===== config.mk =====
export PLATFORM = sky130hd
export DESIGN_NAME = ciclo_rampa_gen
export DESIGN_NICKNAME = d
export VERILOG_FILES = /design/src/rtl/ciclo_rampa_gen_pkg.sv /design/src/rtl/ciclo_rampa_gen_periodo_tick.sv /design/src/rtl/ciclo_rampa_gen.sv
export SDC_FILE = /design/constraint.sdc
export NUM_CORES = 1
export LEC_CHECK = 0
export CORE_MARGIN = 3
export CORE_UTILIZATION = 52
export DETAILED_ROUTE_END_ITERATION = 10
export GPL_TIMING_DRIVEN = 0
export HOLD_SLACK_MARGIN = 0.03
export PLACE_DENSITY = 0.77
export SLEW_MARGIN = 20
export SYNTH_ARGS = -nofsm -noshare
export SYNTH_HDL_FRONTEND = slang
export SYNTH_SLANG_ARGS = --single-unit

===== constraint.sdc =====
create_clock -name clk -period 3.2 [get_ports clk]
set_input_delay 0.64 -clock clk [delete_from_list [all_inputs] [get_ports clk]]
set_output_delay 0.64 -clock clk [all_outputs]
set_load 0.01 [all_outputs]

===== src/rtl/ciclo_rampa_gen_pkg.sv =====
// Shared definitions for the duty-cycle ramp generator: FSM state encoding
// and the default duty/counter width.
package ciclo_rampa_gen_pkg;

  localparam int DEFAULT_R = 8;

  typedef enum logic [2:0] {
    ST_IDLE = 3'd0,
    ST_UP   = 3'd1,
    ST_TOP  = 3'd2,
    ST_DOWN = 3'd3,
    ST_BOT  = 3'd4
  } ramp_state_t;

endpackage


===== src/rtl/ciclo_rampa_gen_periodo_tick.sv =====
// Free-running PWM period counter plus the duty-update strobe. The counter
// leaves reset at zero on the same edge as pwm_basico, so both stay aligned.
module ciclo_rampa_gen_periodo_tick #(
  parameter int R            = 8,
  parameter int STEP_PERIODS = 4
) (
  input  logic clk,
  input  logic reset,
  input  logic clr,
  output logic period_tick,
  output logic upd
);

  localparam int PW = (STEP_PERIODS > 1) ? $clog2(STEP_PERIODS) : 1;
  localparam logic [R-1:0]  PRE_MAX  = {{(R-1){1'b1}}, 1'b0};
  localparam logic [PW-1:0] PER_LAST = PW'(STEP_PERIODS - 1);

  logic [R-1:0]  cnt;
  logic [PW-1:0] per_cnt;

  // Period counter; the tick is registered so it is high exactly while cnt == MAX.
  always_ff @(posedge clk) begin
    if (reset) begin
      cnt         <= '0;
      period_tick <= 1'b0;
    end else begin
      cnt         <= cnt + 1'b1;
      period_tick <= (cnt == PRE_MAX);
    end
  end

  // Counts whole PWM periods between duty updates; held at zero while the ramp is idle.
  always_ff @(posedge clk) begin
    if (reset || clr) begin
      per_cnt <= '0;
    end else if (period_tick) begin
      per_cnt <= (per_cnt == PER_LAST) ? '0 : per_cnt + 1'b1;
    end
  end

  assign upd = period_tick & (per_cnt == PER_LAST);

endmodule


===== src/rtl/ciclo_rampa_gen.sv =====
// Duty-cycle ramp generator feeding pwm_basico. Sweeps the duty word in a
// triangle or sawtooth profile, changing it only at PWM period boundaries.
module ciclo_rampa_gen
  import ciclo_rampa_gen_pkg::*;
#(
  parameter int R            = DEFAULT_R,
  parameter int STEP_PERIODS = 4,
  parameter int DWELL        = 2
) (
  input  logic         clk,
  input  logic         reset,
  input  logic         enable,
  input  logic         modo,
  input  logic [R-1:0] paso,
  output logic [R-1:0] ciclo,
  output logic         period_tick,
  output logic         subiendo
);

  localparam int DW = (DWELL > 1) ? $clog2(DWELL) : 1;
  localparam logic [DW-1:0] DWELL_LAST = DW'(DWELL - 1);
  localparam logic [R-1:0]  MAX        = {R{1'b1}};
  localparam logic [R:0]    MAX_EXT    = {1'b0, MAX};

  ramp_state_t   state, state_nxt;
  logic [R-1:0]  ciclo_nxt;
  logic [DW-1:0] dwell_cnt, dwell_nxt;
  logic          upd;
  logic [R-1:0]  paso_eff;
  logic [R:0]    suma;

  ciclo_rampa_gen_periodo_tick #(
    .R            (R),
    .STEP_PERIODS (STEP_PERIODS)
  ) u_periodo_tick (
    .clk         (clk),
    .reset       (reset),
    .clr         (state == ST_IDLE),
    .period_tick (period_tick),
    .upd         (upd)
  );

  // A zero step would stall the ramp forever, so it behaves as a step of one.
  assign paso_eff = (paso == '0) ? R'(1) : paso;
  assign suma     = {1'b0, ciclo} + {1'b0, paso_eff};
  assign subiendo = (state == ST_UP) || (state == ST_TOP);

  // State, duty word and dwell counter registers.
  always_ff @(posedge clk) begin
    if (reset) begin
      state     <= ST_IDLE;
      ciclo     <= '0;
      dwell_cnt <= '0;
    end else begin
      state     <= state_nxt;
      ciclo     <= ciclo_nxt;
      dwell_cnt <= dwell_nxt;
    end
  end

  // Next-state and duty arithmetic; dropping enable always parks in IDLE with the duty frozen.
  always_comb begin
    state_nxt = state;
    ciclo_nxt = ciclo;
    dwell_nxt = dwell_cnt;
    case (state)
      ST_IDLE: begin
        dwell_nxt = '0;
        if (enable) state_nxt = ST_UP;
      end
      ST_UP: begin
        if (!enable) begin
          state_nxt = ST_IDLE;
        end else if (upd) begin
          if (suma >= MAX_EXT) begin
            ciclo_nxt = MAX;
            dwell_nxt = '0;
            state_nxt = ST_TOP;
          end else begin
            ciclo_nxt = suma[R-1:0];
          end
        end
      end
      ST_TOP: begin
        if (!enable) begin
          state_nxt = ST_IDLE;
        end else if (upd) begin
          if (dwell_cnt == DWELL_LAST) begin
            dwell_nxt = '0;
            if (modo) begin
              ciclo_nxt = '0;
              state_nxt = ST_BOT;
            end else begin
              state_nxt = ST_DOWN;
            end
          end else begin
            dwell_nxt = dwell_cnt + 1'b1;
          end
        end
      end
      ST_DOWN: begin
        if (!enable) begin
          state_nxt = ST_IDLE;
        end else if (upd) begin
          if (ciclo <= paso_eff) begin
            ciclo_nxt = '0;
            dwell_nxt = '0;
            state_nxt = ST_BOT;
          end else begin
            ciclo_nxt = ciclo - paso_eff;
          end
        end
      end
      ST_BOT: begin
        if (!enable) begin
          state_nxt = ST_IDLE;
        end else if (upd) begin
          if (dwell_cnt == DWELL_LAST) begin
            dwell_nxt = '0;
            state_nxt = ST_UP;
          end else begin
            dwell_nxt = dwell_cnt + 1'b1;
          end
        end
      end
      default: state_nxt = ST_IDLE;
    endcase
  end

endmodule

==> flow_summary_export.csv, run 1 <==
group,metric,value,unit
die,pin_count,22,
die,core_region_area,3771,µm²
cells_and_area,final_util,70.11,%
worst_setup_path,startpoint_type,"input port",
clock_network,root_buffer,"clkbuf_8",
sta,relSlewSlack,54.49,%
synthesis,synthTopCellsByArea,"dfxtp_1, ha_1, nor2_1",
clock_network,cts_tree,"yes",
die,start_util,55.18,%
clock_network,h-tree-depth,1,
worst_setup_path,crit_arrival,3420,ps
sta,drv_slew,0,
min_path,holdCritStartpoint,"u_periodo_tick.cnt[7]$_SDFF_PP0_",
detailed_routing,vias,2027,
detailed_routing,drt_iter0_drc,165,
job,max_cap_violations,0,
clock_network,holdBufCountCts,0,
detailed_routing,wire_per_inst,15.21,µm
worst_setup_path,endpoint_kind,"flop",
cells_and_area,seqCellArea,460.4,µm²
clock_network,clkLatencyLatePin,270,ps
place,hpwl,3.670,mm
sta,post-route-period-util,101.8,%
die,fp-row-count,22,
grt,grt_overflow_total,0,
run_status,status,"finished, violations left",
clock_network,clkSlewWorstSetupHoldPaths,80,ps
cells_and_area,num_antenna_cells,0,
synthesis,yosysWarningCount,0,
sta,finalSetupViolCount,7,
min_path,hp-class,"reg -> reg",
detailed_routing,drt-pass1-iter-count,4,
die,die_area,4796,µm²
worst_setup_path,critPathLaunch,"paso[5]",
die,die_w,69.26,µm
die,die_h,69.26,µm
worst_setup_path,crit_required,3360,ps
cells_and_area,n_fill_cell,285,
power,p_leak,0.001027,µW
detailed_routing,vias_per_cell,5.858,
sta,tightestPinTransition,677.5,ps
grt,grt_pass1_vias,1819,
run_status,violations,"setup timing",
sta,finalClockSkew,3.868,ps
synthesis,yosysMostFrequentCell,"nor2_1",
worst_setup_path,crit_family,"simple AND/OR/NAND/NOR gates",
synthesis,yosys-top-cells-count,"nor2_1, dfxtp_1, ha_1, inv_1, nand2_1",
sta,fin_ws,-56.06,ps
sta,tns,-288.8,ps
grt,antenna_found_initial,0,
synthesis,synth_ff_type,"dfxtp_1",
synthesis,syn_avg_cell_area,7.942,µm²
synthesis,synth_top_area_share,22.13,%
place,gp_congestion,0.8825,
sta,rsz0062_at_grt,"yes",
worst_setup_path,max_stage_delay,490,ps
sta,period_minus_slack,3256,ps
grt,grt_max_degree,15,
clock_network,numCtsBuffers,3,
grt,grt_first_pass_wirelength,8.452,mm
sta,final.hold.worst_slack,454.9,ps
cells_and_area,synthToLayoutAreaGrowth,27.06,%
synthesis,synth_fp_nets,295,
clock_network,cts_buffer_depth,2,
power,vdd_ir_drop_max,0.2351,mV
detailed_routing,antenna_left,0,
worst_setup_path,crit_chain,"buf_8 -> nor4_4 -> a41o_1 -> ha_4 -> fa_2 -> nand2b_1 -> a22oi_2 -> mux2_4 -> or4_4 -> a21oi_4 -> buf_6 -> o41ai_2 -> mux2i_1",
synthesis,synth-seq-area-share,22.13,%
worst_setup_path,crit_type,"in -> reg",
cells_and_area,multi_input_area,1629,µm²
cells_and_area,final_cell_area,2644,µm²
place,port_buffers,20,
sta,hold_viol,0,
synthesis,synth-edff-count,0,
detailed_routing,drc,0,
synthesis,yosysTopAreaCell,"dfxtp_1",
synthesis,synth.ff_latch_count,23,
synthesis,netlist_instances,262,
power,powerDensity,315.9,nW/µm²
synthesis,synthArstFlopShare,0,%
cells_and_area,layout-drive-gt1-share,18.46,%
worst_setup_path,crit_slowest_cell,"or4_4",
place,dpl_cell_area,2369,µm²
worst_setup_path,r2r-start,"ciclo[2]$_SDFFE_PP0P_",
sta,max_freq,0.3071,GHz
synthesis,syn-cell-area,2081,µm²
grt,groute.usage.overall,21.00,%
worst_setup_path,crit_buf_inv,2,
detailed_routing,totalWireLength,5.261,mm
worst_setup_path,worst-path-max-fanout,3,
synthesis,synth_cell_type_count,55,
clock_network,clock-sinks,23,
cells_and_area,final_nets,332,
path summary, 6_finish.rpt:
| kind | endpoint | slack, ps | depth (start not counted) |
|---|---|---|---|
| max | dwell_cnt$_SDFFE_PP0P_ | -60 | 13 |
| min | u_periodo_tick.period_tick$_SDFF_PP0_ | 450 | 2 |
| max reg2reg | dwell_cnt$_SDFFE_PP0P_ | 440 | 10 |
| min reg2reg | u_periodo_tick.period_tick$_SDFF_PP0_ | 450 | 2 |
through the flow:
step | setup WS [ps] | total power (µW) | std cells
3_3_place_gp | -944.0 | 590.0 | 330
2_1_floorplan | -22.57 | 523.3 | 262
3_5_place_dp | -931.3 | 594.5 | 330
6_report | -56.06 | 835.3 | 346
5_1_grt | -125.2 | 879.6 | 346
4_1_cts | -16.09 | 803.7 | 339
what timing repair did:
action	4_1_cts	5_1_grt
pin swaps	10	15
endpoints found under the setup margin	12	12
endpoints found under the hold margin	0	0
setup buffers	6	7
cloned	0	0
resized for setup	37	13
cell usage in the layout (no fill, tap or decap), types with 3 or more instances in the layout:
cell,netlist,routed
o21ai_0,7,7
dlygate4sd2_1,0,3
nand2_1,17,17
a311oi_2,4,4
a31oi_1,3,3
buf_4,0,12
a21o_1,3,3
a21oi_1,10,10
xor2_1,5,5
nand2b_1,8,8
xnor2_1,6,5
ha_1,19,17
buf_2,1,3
o22ai_1,5,4
and3_1,3,3
nor2_1,29,29
a311oi_1,3,3
buf_1,3,3
inv_1,19,18
nand3_1,6,6
clkdlybuf4s50_1,0,12
nor3_1,11,10
dfxtp_1,23,23
nor2b_1,6,6
o21ai_1,6,5
clkbuf_1,13,12
mux2i_1,7,7
clkbuf_8,0,3
final cells by class:
class | instances | share of cell area (%)
Timing Repair Buffer | 33 | 11.26
Multi-Input combinational cell | 201 | 61.62
Buffer | 17 | 2.745
Inverter | 20 | 2.840
Clock buffer | 3 | 1.562
Clock inverter | 1 | 0.2840
Tap cell | 48 | 2.272
Sequential cell | 23 | 17.42
cell families after synthesis:
kind of cell               count (synthesis)  share of synthesized area (%)
and+or+nand+nor                           94                          22.61
AOI/OAI and AO/OA                         67                          26.10
buffers and inverters                     38                          7.276
DFF                                       23                          22.13
adders and majority gates                 21                          13.35
xor gates and xnor gates                  11                          4.630
muxes                                      8                          3.909
metal layers:
metal,GRT usage [%],routed length (µm),vias to the layer above
li1,-,-,1011
met5,0,0,-
met3,4.058,240,11
met4,5.206,72,0
met1,29.67,2517,952
met2,32.84,2431,53
power by group:
group	internal, µW	switching, µW	total (µW)
clock	88.4	101	189
sequential	298	8.91	307
combinational	154	185	339
total	541	295	835
flip-flops by register name, indices dropped and copies added (netlist names):
name and count:
ciclo 8, u_periodo_tick.cnt 8, state 3, u_periodo_tick.per_cnt 2
dwell_cnt 1, u_periodo_tick.period_tick 1
tightest hold or removal path, delay by kind of cell (launching register included):
| kind | cells | cell delay [ps] |
|---|---|---|
| flops | 1 | 330 |
| simple gates | 2 | 100 |
No activity file was read; power rests on OpenSTA's default activity.
==> run 2: changes to the inputs <==
- REMOVE_ABC_BUFFERS: unset -> 1
- SYNTH_HIERARCHICAL: unset -> 1
==> flow_summary_export.csv, run 2 <==
group,metric,value,unit
run_status,status,"completed",
cells_and_area,num_antenna_cells,0,
cells_and_area,mostFrequentLayoutCells,"nor2_1, o21ai_0, dfxtp_1, a21oi_1, buf_4",
sta,final.hold.worst_slack,480.5,ps
synthesis,synth-seq-area-share,21.72,%
cells_and_area,reg_top3,"ciclo x8, u_periodo_tick/cnt x8, state x3",
worst_setup_path,crit_arrival,3270,ps
power,powerDensity,286.2,nW/µm²
power,p_leak,0.001032,µW
worst_setup_path,max_stage_delay,380,ps
sta,tns,0,ps
synthesis,syn_avg_cell_area,7.792,µm²
worst_setup_path,cp_common_cell,"buf_4",
place,port_buffers,21,
clock_network,h-tree-depth,1,
power,pwr-share-clk,25.1,%
die,start_util,55.80,%
min_path,whs_path_depth,1,
sta,drv_slew,0,
synthesis,synth.ff_latch_count,23,
worst_setup_path,r2r-start,"ciclo[1]$_SDFFE_PP0P_",
sta,period_minus_slack,3053,ps
grt,grt_max_degree,18,
min_path,min_to,"u_periodo_tick/cnt[0]$_SDFF_PP0_",
synthesis,yosysTopAreaCell,"dfxtp_1",
synthesis,synth_top_area_share,21.72,%
power,seqPwrFrac,44.1,%
power,p_comb_share,30.9,%
detailed_routing,antenna_left,0,
synthesis,syn-cell-area,2120,µm²
detailed_routing,totalWireLength,5.073,mm
grt,groute.usage.overall,21.23,%
clock_network,clkLatencyLatePin,270,ps
synthesis,yosys-top-cells-count,"nor2_1, dfxtp_1, o21ai_0",
die,die_w,69.85,µm
sta,hold_viol,0,
clock_network,cts_buffer_depth,2,
cells_and_area,synthToLayoutAreaGrowth,22.14,%
place,hpwl,3.580,mm
power,power,740.8,µW
detailed_routing,drt_iter0_drc,215,
power,vdd_ir_drop_max,0.3871,mV
worst_setup_path,crit_slowest_cell,"a2111oi_2",
die,fp-row-count,22,
synthesis,yosysWarningCount,6,
place,gp_congestion,0.8893,
grt,grt_pass1_vias,1844,
clock_network,clkSlewWorstSetupHoldPaths,80,ps
synthesis,synthArstFlopShare,0,%
synthesis,synth_cell_type_count,60,
worst_setup_path,regToRegEndpoint,"dwell_cnt$_SDFFE_PP0P_",
die,pin_count,22,
worst_setup_path,endpoint_kind,"flop",
synthesis,yosysMostFrequentCell,"nor2_1",
detailed_routing,wire_per_inst,14.54,µm
synthesis,netlist_instances,272,
worst_setup_path,crit_chain,"buf_8 -> nor4_4 -> a41o_1 -> ha_4 -> fa_2 -> nor2b_4 -> o211ai_1 -> buf_4 -> a21oi_1 -> o22ai_2 -> buf_4 -> and2_1 -> a2111oi_2 -> a31o_2",
sta,rsz0062_at_grt,"yes",
min_path,hp-class,"reg -> reg",
grt,antenna_found_initial,0,
clock_network,numCtsBuffers,3,
cells_and_area,final_common_cell,"nor2_1",
die,die_area,4878,µm²
worst_setup_path,critPathLaunch,"paso[7]",
worst_setup_path,r2r_cells,8,
grt,grt_overflow_total,0,
power,swShare,33.59,%
worst_setup_path,crit_required,3420,ps
worst_setup_path,startpoint_type,"input port",
detailed_routing,vias,2040,
worst_setup_path,crit_type,"in -> reg",
grt,grt_first_pass_wirelength,8.714,mm
worst_setup_path,worst-path-max-fanout,3,
die,die_h,69.85,µm
worst_setup_path,reg2reg_slack,590,ps
detailed_routing,drc,0,
min_path,holdCritStartpoint,"u_periodo_tick/cnt[0]$_SDFF_PP0_",
die,core_region_area,3799,µm²
cells_and_area,final_nets,335,
sta,tightestPinTransition,671.7,ps
sta,finalSetupViolCount,0,
clock_network,holdBufCountCts,0,
sta,relSlewSlack,55.08,%
sta,max_freq,0.3275,GHz
synthesis,synthTopCellsByArea,"dfxtp_1, ha_1, o21ai_0",
cells_and_area,final_cell_area,2589,µm²
synthesis,synth-edff-count,0,
detailed_routing,vias_per_cell,5.845,
power,internal-power,491.9,µW
clock_network,clock-sinks,23,
sta,finalClockSkew,2.360,ps
clock_network,root_buffer,"clkbuf_8",
detailed_routing,drt-pass1-iter-count,4,
place,dpl_cell_area,2291,µm²
cells_and_area,layout-drive-gt1-share,20.27,%
sta,post-route-period-util,95.42,%
cells_and_area,final_util,68.15,%
clock_network,cts_tree,"yes",
synthesis,synth_ff_type,"dfxtp_1",
job,max_cap_violations,0,
power,p_sw,248.8,µW
[run 2: cell count changes after synthesis, sizes merged, moves of 4 or more]
cell	previous run	this run
o21ai	14	24
a21oi	11	21
nor3	11	6
a211oi	0	7
buf	5	9
clkbuf	13	5
o22ai	5	1
a311oi	7	1
[run 2: per-stage QoR]
stage	setup slack (ps)	std cells
after floorplan	96.55	258
after global placement	-1072	327
after detailed placement	-896.4	327
after CTS	10.13	344
after global routing	-21.76	349
final	146.6	349
[run 2: cell families after synthesis]
kind of cell / synth area share (%)
buffers and inverters: 8.441
adders and majority gates: 13.11
xor gates and xnor gates: 3.719
and+or+nand+nor: 23.67
DFF: 21.72
AOI/OAI and AO/OA: 26.27
muxes: 3.070
[run 2: critical path: cells and delay by family]
| kind | cells | cell delay (ps) |
|---|---|---|
| and+or+nand+nor | 3 | 650 |
| adders and majority gates | 2 | 370 |
| buffers and inverters | 3 | 410 |
| AOI/OAI and AO/OA | 6 | 1210 |
[run 2: layer usage]
metal	track usage (%)	share of wire, %	up-vias
met5	0	0	-
met4	2.128	0.75	0
met3	3.913	6.5	6
met2	32.74	44	65
met1	31.71	49	935
li1	-	-	1034
[run 2: how the worst max path moves through the flow]
stage,to,cells past startpoint,slack (ps)
floorplan,state[0]$_SDFFE_PP0P_,12,100
global placement,ciclo[6]$_SDFFE_PP0P_,10,-1070
detailed placement,state[0]$_SDFFE_PP0P_,13,-900
CTS,state[0]$_SDFFE_PP0P_,13,10
global route,ciclo[6]$_SDFFE_PP0P_,14,-20
finish,ciclo[6]$_SDFFE_PP0P_,14,150
[run 2: cell type report]
class	count	area, µm²
Clock buffer	3	41.29
Inverter	20	75.07
Fill cell	321	1210
Tap cell	48	60.06
Clock inverter	1	7.507
Multi-Input combinational cell	215	1607
Sequential cell	23	460.4
Timing Repair Buffer	39	337.8
[run 2: power by group through the flow]
| stage | logic [µW] | registers [µW] | clock network, µW |
|---|---|---|---|
| 6_report | 229 | 326 | 186 |
| 5_1_grt | 256 | 330 | 200 |
| 4_1_cts | 223 | 326 | 188 |
| 3_5_place_dp | 201 | 332 | 0 |
| 3_3_place_gp | 197 | 333 | 0 |
| 2_1_floorplan | 142 | 325 | 0 |
[run 2: what timing repair did]
item                                    4_1_cts  5_1_grt
gates cloned                                  0        0
pin swaps                                    18       18
gates resized for setup                      38       17
endpoints found under the setup margin       12       12
setup buffers                                13        5
